$ cat src/rtl/merger_kernel_ctrl_if.sv
// Engine-side bundle of the merger kernel sequencer: start/done pulses plus per-engine slice buses.
// Latency: pure wiring, no storage.
// Backpressure: none; engines acknowledge only through one-cycle done pulses.
interface merger_kernel_ctrl_if #(
  parameter int NUM_CH = 4,
  parameter int ADDR_W = 64,
  parameter int XFER_W = 64
);
  logic [NUM_CH-1:0]        eng_start;
  logic [NUM_CH-1:0]        eng_done;
  logic [NUM_CH*ADDR_W-1:0] eng_src_addr;
  logic [NUM_CH*ADDR_W-1:0] eng_dst_addr;
  logic [NUM_CH*XFER_W-1:0] eng_xfer_size;

  modport master (
    output eng_start, eng_src_addr, eng_dst_addr, eng_xfer_size,
    input  eng_done
  );

  modport slave (
    input  eng_start, eng_src_addr, eng_dst_addr, eng_xfer_size,
    output eng_done
  );
endinterface

$ cat src/rtl/merger_kernel_ctrl.sv
// Multi-pass sequencer: splits the buffer over NUM_CH merger engines and ping-pongs in_ptr/out_ptr per pass.
// Latency: start edge at t -> eng_start at t+1; ap_done one cycle after the final done mask is registered.
// Backpressure: none; a start edge outside IDLE is ignored. Optional MERGER_KERNEL_CTRL_PERF_EN adds perf_cycles.
module merger_kernel_ctrl #(
  parameter int NUM_CH = 4,
  parameter int ADDR_W = 64,
  parameter int XFER_W = 64,
  parameter int PASS_W = 8
) (
  input  logic              ap_clk,
  input  logic              ap_rst_n,
  input  logic              ap_start,
  output logic              ap_done,
  output logic              ap_ready,
  output logic              ap_idle,
  input  logic [XFER_W-1:0] size,
  input  logic [PASS_W-1:0] num_pass,
  input  logic [ADDR_W-1:0] in_ptr,
  input  logic [ADDR_W-1:0] out_ptr,
  output logic              result_in_b,
`ifdef MERGER_KERNEL_CTRL_PERF_EN
  output logic [63:0]       perf_cycles,
`endif
  merger_kernel_ctrl_if.master eng
);

  localparam int SHIFT = (NUM_CH > 1) ? $clog2(NUM_CH) : 0;

  typedef enum logic [1:0] {S_IDLE, S_LAUNCH, S_WAIT, S_DONE} state_t;

  state_t              state_q, state_d;
  logic                ap_start_q;
  logic                start_pulse;
  logic [XFER_W-1:0]   cfg_size;
  logic [PASS_W-1:0]   cfg_num_pass;
  logic [ADDR_W-1:0]   cfg_in, cfg_out;
  logic [PASS_W-1:0]   pass_cnt_q, pass_cnt_d;
  logic [NUM_CH-1:0]   done_mask_q, done_mask_d;
  logic                load_cfg, load_bus;

  // Slice values for the next LAUNCH, computed from the pass about to start
  logic [ADDR_W-1:0]        src_base, dst_base;
  logic [XFER_W-1:0]        sz, chunk;
  logic [NUM_CH*ADDR_W-1:0] lau_src, lau_dst;
  logic [NUM_CH*XFER_W-1:0] lau_size;

  assign start_pulse   = ap_start & ~ap_start_q;
  assign ap_done       = (state_q == S_DONE);
  assign ap_ready      = ap_done;
  assign ap_idle       = (state_q == S_IDLE);
  assign eng.eng_start = {NUM_CH{state_q == S_LAUNCH}};

  // Next-state, pass counter and done-mask accumulation
  always_comb begin
    state_d     = state_q;
    pass_cnt_d  = pass_cnt_q;
    done_mask_d = done_mask_q;
    load_cfg    = 1'b0;
    load_bus    = 1'b0;
    case (state_q)
      S_IDLE: begin
        if (start_pulse) begin
          load_cfg    = 1'b1;
          pass_cnt_d  = '0;
          done_mask_d = '0;
          if (num_pass == '0) begin
            state_d = S_DONE;
          end else begin
            state_d  = S_LAUNCH;
            load_bus = 1'b1;
          end
        end
      end
      S_LAUNCH: begin
        done_mask_d = done_mask_q | eng.eng_done;
        state_d     = S_WAIT;
      end
      S_WAIT: begin
        if (&done_mask_q) begin
          if (pass_cnt_q == cfg_num_pass - PASS_W'(1)) begin
            state_d = S_DONE;
          end else begin
            pass_cnt_d  = pass_cnt_q + PASS_W'(1);
            done_mask_d = '0;
            state_d     = S_LAUNCH;
            load_bus    = 1'b1;
          end
        end else begin
          done_mask_d = done_mask_q | eng.eng_done;
        end
      end
      S_DONE: begin
        state_d = S_IDLE;
      end
      default: state_d = S_IDLE;
    endcase
  end

  // Slice the buffer: equal shifted chunks, last engine takes the remainder
  always_comb begin
    if (load_cfg) begin
      src_base = in_ptr;
      dst_base = out_ptr;
      sz       = size;
    end else begin
      src_base = pass_cnt_d[0] ? cfg_out : cfg_in;
      dst_base = pass_cnt_d[0] ? cfg_in  : cfg_out;
      sz       = cfg_size;
    end
    chunk    = sz >> SHIFT;
    lau_src  = '0;
    lau_dst  = '0;
    lau_size = '0;
    for (int i = 0; i < NUM_CH; i++) begin
      lau_src[i*ADDR_W +: ADDR_W] = src_base + ADDR_W'(chunk) * ADDR_W'(i);
      lau_dst[i*ADDR_W +: ADDR_W] = dst_base + ADDR_W'(chunk) * ADDR_W'(i);
      if (i == NUM_CH - 1)
        lau_size[i*XFER_W +: XFER_W] = sz - chunk * XFER_W'(NUM_CH - 1);
      else
        lau_size[i*XFER_W +: XFER_W] = chunk;
    end
  end

  // State, latched configuration and registered engine buses
  always_ff @(posedge ap_clk) begin
    if (!ap_rst_n) begin
      state_q           <= S_IDLE;
      ap_start_q        <= 1'b0;
      cfg_size          <= '0;
      cfg_num_pass      <= '0;
      cfg_in            <= '0;
      cfg_out           <= '0;
      pass_cnt_q        <= '0;
      done_mask_q       <= '0;
      result_in_b       <= 1'b0;
      eng.eng_src_addr  <= '0;
      eng.eng_dst_addr  <= '0;
      eng.eng_xfer_size <= '0;
    end else begin
      state_q     <= state_d;
      ap_start_q  <= ap_start;
      pass_cnt_q  <= pass_cnt_d;
      done_mask_q <= done_mask_d;
      if (load_cfg) begin
        cfg_size     <= size;
        cfg_num_pass <= num_pass;
        cfg_in       <= in_ptr;
        cfg_out      <= out_ptr;
      end
      if (load_bus) begin
        eng.eng_src_addr  <= lau_src;
        eng.eng_dst_addr  <= lau_dst;
        eng.eng_xfer_size <= lau_size;
      end
      // An even pass count leaves the data back in in_ptr
      if (load_cfg && (num_pass == '0))
        result_in_b <= 1'b0;
      else if ((state_q == S_WAIT) && (state_d == S_DONE))
        result_in_b <= cfg_num_pass[0];
    end
  end

`ifdef MERGER_KERNEL_CTRL_PERF_EN
  // Job-length counter: cleared on an accepted start, counts every non-IDLE cycle
  always_ff @(posedge ap_clk) begin
    if (!ap_rst_n)
      perf_cycles <= '0;
    else if ((state_q == S_IDLE) && start_pulse)
      perf_cycles <= '0;
    else if (state_q != S_IDLE)
      perf_cycles <= perf_cycles + 64'd1;
  end
`endif

endmodule

$ cat src/flat_wrapper.sv
// flat-port wrapper written by rule: the top's interface ports become plain ports
module merger_kernel_ctrl_flat 
#(
  parameter int NUM_CH = 4,
  parameter int ADDR_W = 64,
  parameter int XFER_W = 64,
  parameter int PASS_W = 8
)
  (ap_clk, ap_rst_n, ap_start, ap_done, ap_ready, ap_idle, size, num_pass, in_ptr, out_ptr, result_in_b, eng_eng_start, eng_eng_src_addr, eng_eng_dst_addr, eng_eng_xfer_size, eng_eng_done);
  merger_kernel_ctrl_if #(.NUM_CH(NUM_CH), .ADDR_W(ADDR_W), .XFER_W(XFER_W)) eng_i ();
  input  logic ap_clk;
  input  logic ap_rst_n;
  input  logic ap_start;
  output logic ap_done;
  output logic ap_ready;
  output logic ap_idle;
  input  logic [XFER_W-1:0] size;
  input  logic [PASS_W-1:0] num_pass;
  input  logic [ADDR_W-1:0] in_ptr;
  input  logic [ADDR_W-1:0] out_ptr;
  output logic result_in_b;
  output wire logic [$bits(eng_i.eng_start)-1:0] eng_eng_start;
  output wire logic [$bits(eng_i.eng_src_addr)-1:0] eng_eng_src_addr;
  output wire logic [$bits(eng_i.eng_dst_addr)-1:0] eng_eng_dst_addr;
  output wire logic [$bits(eng_i.eng_xfer_size)-1:0] eng_eng_xfer_size;
  input wire logic [$bits(eng_i.eng_done)-1:0] eng_eng_done;
  assign eng_eng_start = eng_i.eng_start;
  assign eng_eng_src_addr = eng_i.eng_src_addr;
  assign eng_eng_dst_addr = eng_i.eng_dst_addr;
  assign eng_eng_xfer_size = eng_i.eng_xfer_size;
  assign eng_i.eng_done = eng_eng_done;
  merger_kernel_ctrl #(.NUM_CH(NUM_CH), .ADDR_W(ADDR_W), .XFER_W(XFER_W), .PASS_W(PASS_W)) u_core (.ap_clk(ap_clk), .ap_rst_n(ap_rst_n), .ap_start(ap_start), .ap_done(ap_done), .ap_ready(ap_ready), .ap_idle(ap_idle), .size(size), .num_pass(num_pass), .in_ptr(in_ptr), .out_ptr(out_ptr), .result_in_b(result_in_b), .eng(eng_i));
endmodule
$ cat config.mk
export PLATFORM = sky130hd
export DESIGN_NAME = merger_kernel_ctrl_flat
export DESIGN_NICKNAME = d
export VERILOG_FILES = /design/src/rtl/merger_kernel_ctrl_if.sv /design/src/rtl/merger_kernel_ctrl.sv /design/src/flat_wrapper.sv
export SDC_FILE = /design/constraint.sdc
export NUM_CORES = 2
export LEC_CHECK = 0
export BUFFER_PORTS_ARGS = -buffer_cell sky130_fd_sc_hd__buf_2
export CAP_MARGIN = 10
export CORE_MARGIN = 4
export CORE_UTILIZATION = 42
export DETAILED_ROUTE_END_ITERATION = 6
export PLACE_DENSITY = 0.71
export SLEW_MARGIN = 20
export SYNTH_ARGS = -nofsm -noshare
export SYNTH_HDL_FRONTEND = slang
export SYNTH_SLANG_ARGS = --single-unit
$ cat constraint.sdc
create_clock -name ap_clk -period 9.55 [get_ports ap_clk]
set_input_delay 1.91 -clock ap_clk [delete_from_list [all_inputs] [get_ports ap_clk]]
set_output_delay 1.91 -clock ap_clk [all_outputs]
set_load 0.03 [all_outputs]
==> results.py <==
metrics = {
    "timing": {
        "slew_viol_final": 0,
        "tightest_slew_ns": 1.14,
        "finalSetupViolCount": 0,
        "skew_ns": 0.0518,
        "finalHoldViolCount": 0,
        "relSlewSlack_pct": 23.3,
        "setup_slack_ns": 0.486,
        "setup_tns_ns": 0,
        "rsz0062_at_grt": "false",
        "min_period_ns": 9.06,
        "whs_ns": 0.447,
        "finalCritPeriodShare_pct": 94.9,
        "fmaxAchievable_mhz": 110,
    },
    "global_route": {
        "grt_pass1_vias": 60042,
        "grt_antenna_before_repair": 7,
        "grt_pass1_wl_mm": 399,
        "grt_max_degree": 190,
        "grt-ovfl-total": 0,
        "grt_use_total_pct": 36.1,
    },
    "setup_path": {
        "cp_slowest_cell": "fa_1",
        "reg2regPathDepth": 30,
        "cp.arrival_ns": 9.65,
        "timing.critical_path.buf_inv": 7,
        "path_delay_family": "compound AO/OA/AOI/OAI gates",
        "crit_fanout": 6,
        "worst-path-stages": 39,
        "cp.required_ns": 10.13,
        "max_stage_delay_ns": 0.44,
        "critPathCaptureType": "flop",
        "cp_common_cell": "a21o_1",
        "path_class": "input pin to flop",
        "worst_setup_path_start_kind": "input pin",
    },
    "layout": {
        "syn2layout_area_growth_pct": 24.6,
        "post_route_cells_drive_above_1_share_pct": 22.2,
        "fin_nets": 9804,
    },
    "drt": {
        "wl_per_cell_um": 25.3,
        "drc_errors": 0,
        "routed_via_density": 5.79,
        "drt_iter0_drc": 6556,
        "wl_mm": 279,
        "dr.pass1.iters": 7,
        "ant_nets": 0,
        "vias": 63829,
    },
    "clock_network": {
        "path_clk_slew_ns": 0.06,
        "postCtsHoldBufs": 0,
        "clockRootBuffer": "clkbuf_16",
        "cts_max_level": 3,
        "cts_max_path_buffers": 3,
        "cts_buffers": 99,
        "worstSkewPairLatency_ns": 0.76,
        "cts_num_sinks": 850,
        "cts_tree": "built",
    },
    "min_path": {
        "hp-class": "flop to flop",
        "holdPathStages": 2,
    },
    "synth": {
        "netlist_instances": 7702,
        "synth.distinct_cells": 95,
        "syn-cell-area_sq_mm": 0.0589,
        "synth_top_cells_by_area": "dfxtp_1, ha_1, nand2_1",
        "yosys.cell_count.top_type": "nand2_1",
        "synth_top_area_share_pct": 28.9,
        "synth_ff_type": "dfxtp_1",
        "synth_seq_cells": 850,
        "ys_seq_area_share_pct": 28.9,
        "synth_edf_count": 0,
        "synth_common_cells": "nand2_1, a21oi_1, dfxtp_1",
        "synth_warnings": 0,
        "yosys.area.top_type": "dfxtp_1",
        "synthArstFlopShare_pct": 0,
        "syn_avg_cell_area_sq_um": 7.65,
    },
    "pwr": {
        "power_density_mw_per_mm2": 373,
        "combPwrFrac_pct": 66.4,
        "worst_ir_drop_vdd_mv": 0.217,
        "p_int_mw": 13.3,
        "switching_share_pct": 51.5,
        "p_leak_nw": 36.9,
        "p_total_mw": 27.4,
        "p_sw_mw": 14.1,
        "pwr-share-clk_pct": 15.0,
        "p_seq_share_pct": 18.6,
    },
    "floorplan": {
        "row_count": 137,
        "start_util_pct": 42.2,
        "die_y_um": 383,
        "die_area_sq_mm": 0.146,
        "die_x_um": 383,
        "coreArea_sq_mm": 0.140,
        "ios": 983,
    },
    "run_status": {
        "outcome": "completed",
    },
    "placed_design": {
        "post-place-ws_ns": -0.484,
        "dp.final_hpwl_mm": 224,
        "io_buffers": 976,
        "gp_congestion": 1.03,
    },
    "flow_run": {
        "drv_cap": 0,
    },
}
## layout make-up
class | count | area (sq um)
multi-input combinational | 6088 | 38600
tap | 1876 | 2350
clock inverter | 52 | 661
inverter | 250 | 946
fill | 13687 | 66100
clock buffer | 131 | 2800
antenna | 2 | 5.00
timing repair buffer | 1784 | 11100
sequential | 850 | 17000
## worst min-delay path: cells and delay by family, from the launching register on
family / cells / cell delay [ns]
simple gates: 1 / 0.05
flops: 1 / 0.30
compound gates: 1 / 0.05
## per-layer routing
| layer | track usage [%] | wire, um |
|---|---|---|
| met3 | 6.95 | 24300 |
| met2 | 56.9 | 123000 |
| met4 | 16.2 | 14100 |
| met1 | 47.9 | 118000 |
| met5 | 0 | 0 |
## placed cells by master, fill, tap and decap left out, types with 13 or more instances in the layout
cell type	netlist	final
nand2_1	1326	1324
a21oi_1	979	979
buf_2	5	976
dfxtp_1	850	850
buf_4	139	798
ha_1	520	520
nor2_1	468	464
o21ai_0	453	425
a21o_1	395	395
xnor2_1	277	277
inv_1	248	248
xor2_1	202	202
mux2i_1	186	185
a211oi_1	172	172
nand3_1	109	109
clkbuf_16	0	99
o21bai_1	86	86
nand4_1	82	82
nand2b_1	68	68
nor2b_1	65	65
o21ai_1	35	63
nor3_1	62	62
a31oi_1	60	60
o21a_1	56	56
and3_1	52	52
and2_1	38	37
or3_1	31	31
o211ai_1	26	26
and4_1	25	25
o31ai_1	25	25
clkbuf_8	0	20
or2_2	19	19
a221oi_1	16	16
clkinv_2	0	16
a211o_1	13	13
a21boi_0	13	13
a221o_1	13	13
## metrics by stage
step	util, %	area (sq um)	instances
after CTS	52.6	73400	11030
after global routing	52.6	73400	11031
final	52.6	73400	11033
after global placement	50.1	69900	10847
after detailed placement	50.1	69900	10847
after floorplan	-	59000	7707
## registers in the layout (all words and copies together) (netlist names), 8 cells and up
name and cells:
u_core.eng.eng_dst_addr 254, u_core.eng.eng_src_addr 254, u_core.eng.eng_xfer_size 126, u_core.cfg_in 64, u_core.cfg_out 64, u_core.cfg_size 64, u_core.cfg_num_pass 8, u_core.pass_cnt_q 8
## cells by family after synthesis
kind of cell / Yosys count / share of synthesized area [%]
multiplexers: 186 / 3.16
AO/OA/AOI/OAI: 2499 / 26.2
AND/OR/NAND/NOR: 2391 / 17.6
buffers and inverters: 769 / 5.79
flip-flops: 850 / 28.9
other: 1 / 0.00636
XOR/XNOR: 479 / 7.12
adder cells (fa/ha/maj): 527 / 11.2
## path summary, 6_finish.rpt
check | slack (ns) | start | to
max | 0.49 | ap_start | u_core.eng.eng_xfer_size[249]
min | 0.45 | u_core.eng.eng_src_addr[11] | u_core.eng.eng_src_addr[11]
max reg2reg | 0.79 | u_core.cfg_num_pass[0] | u_core.eng.eng_dst_addr[190]
min reg2reg | 0.45 | u_core.eng.eng_src_addr[11] | u_core.eng.eng_src_addr[11]
## power groups by stage
stage,clock network [mW],registers (mW),logic [mW]
global placement,0,5.10,17.7
floorplan,0,6.40,9.25
CTS,4.16,5.07,17.9
finish,4.12,5.09,18.2
detailed placement,0,5.13,17.7
global route,4.30,5.16,19.3
## repair_timing
action,in CTS,in global routing
buffers inserted,0,1
endpoints found under the setup margin,0,21
resized for setup,0,7
endpoints found under the hold margin,0,0
Note: power is estimated with default switching activity, not from simulation.
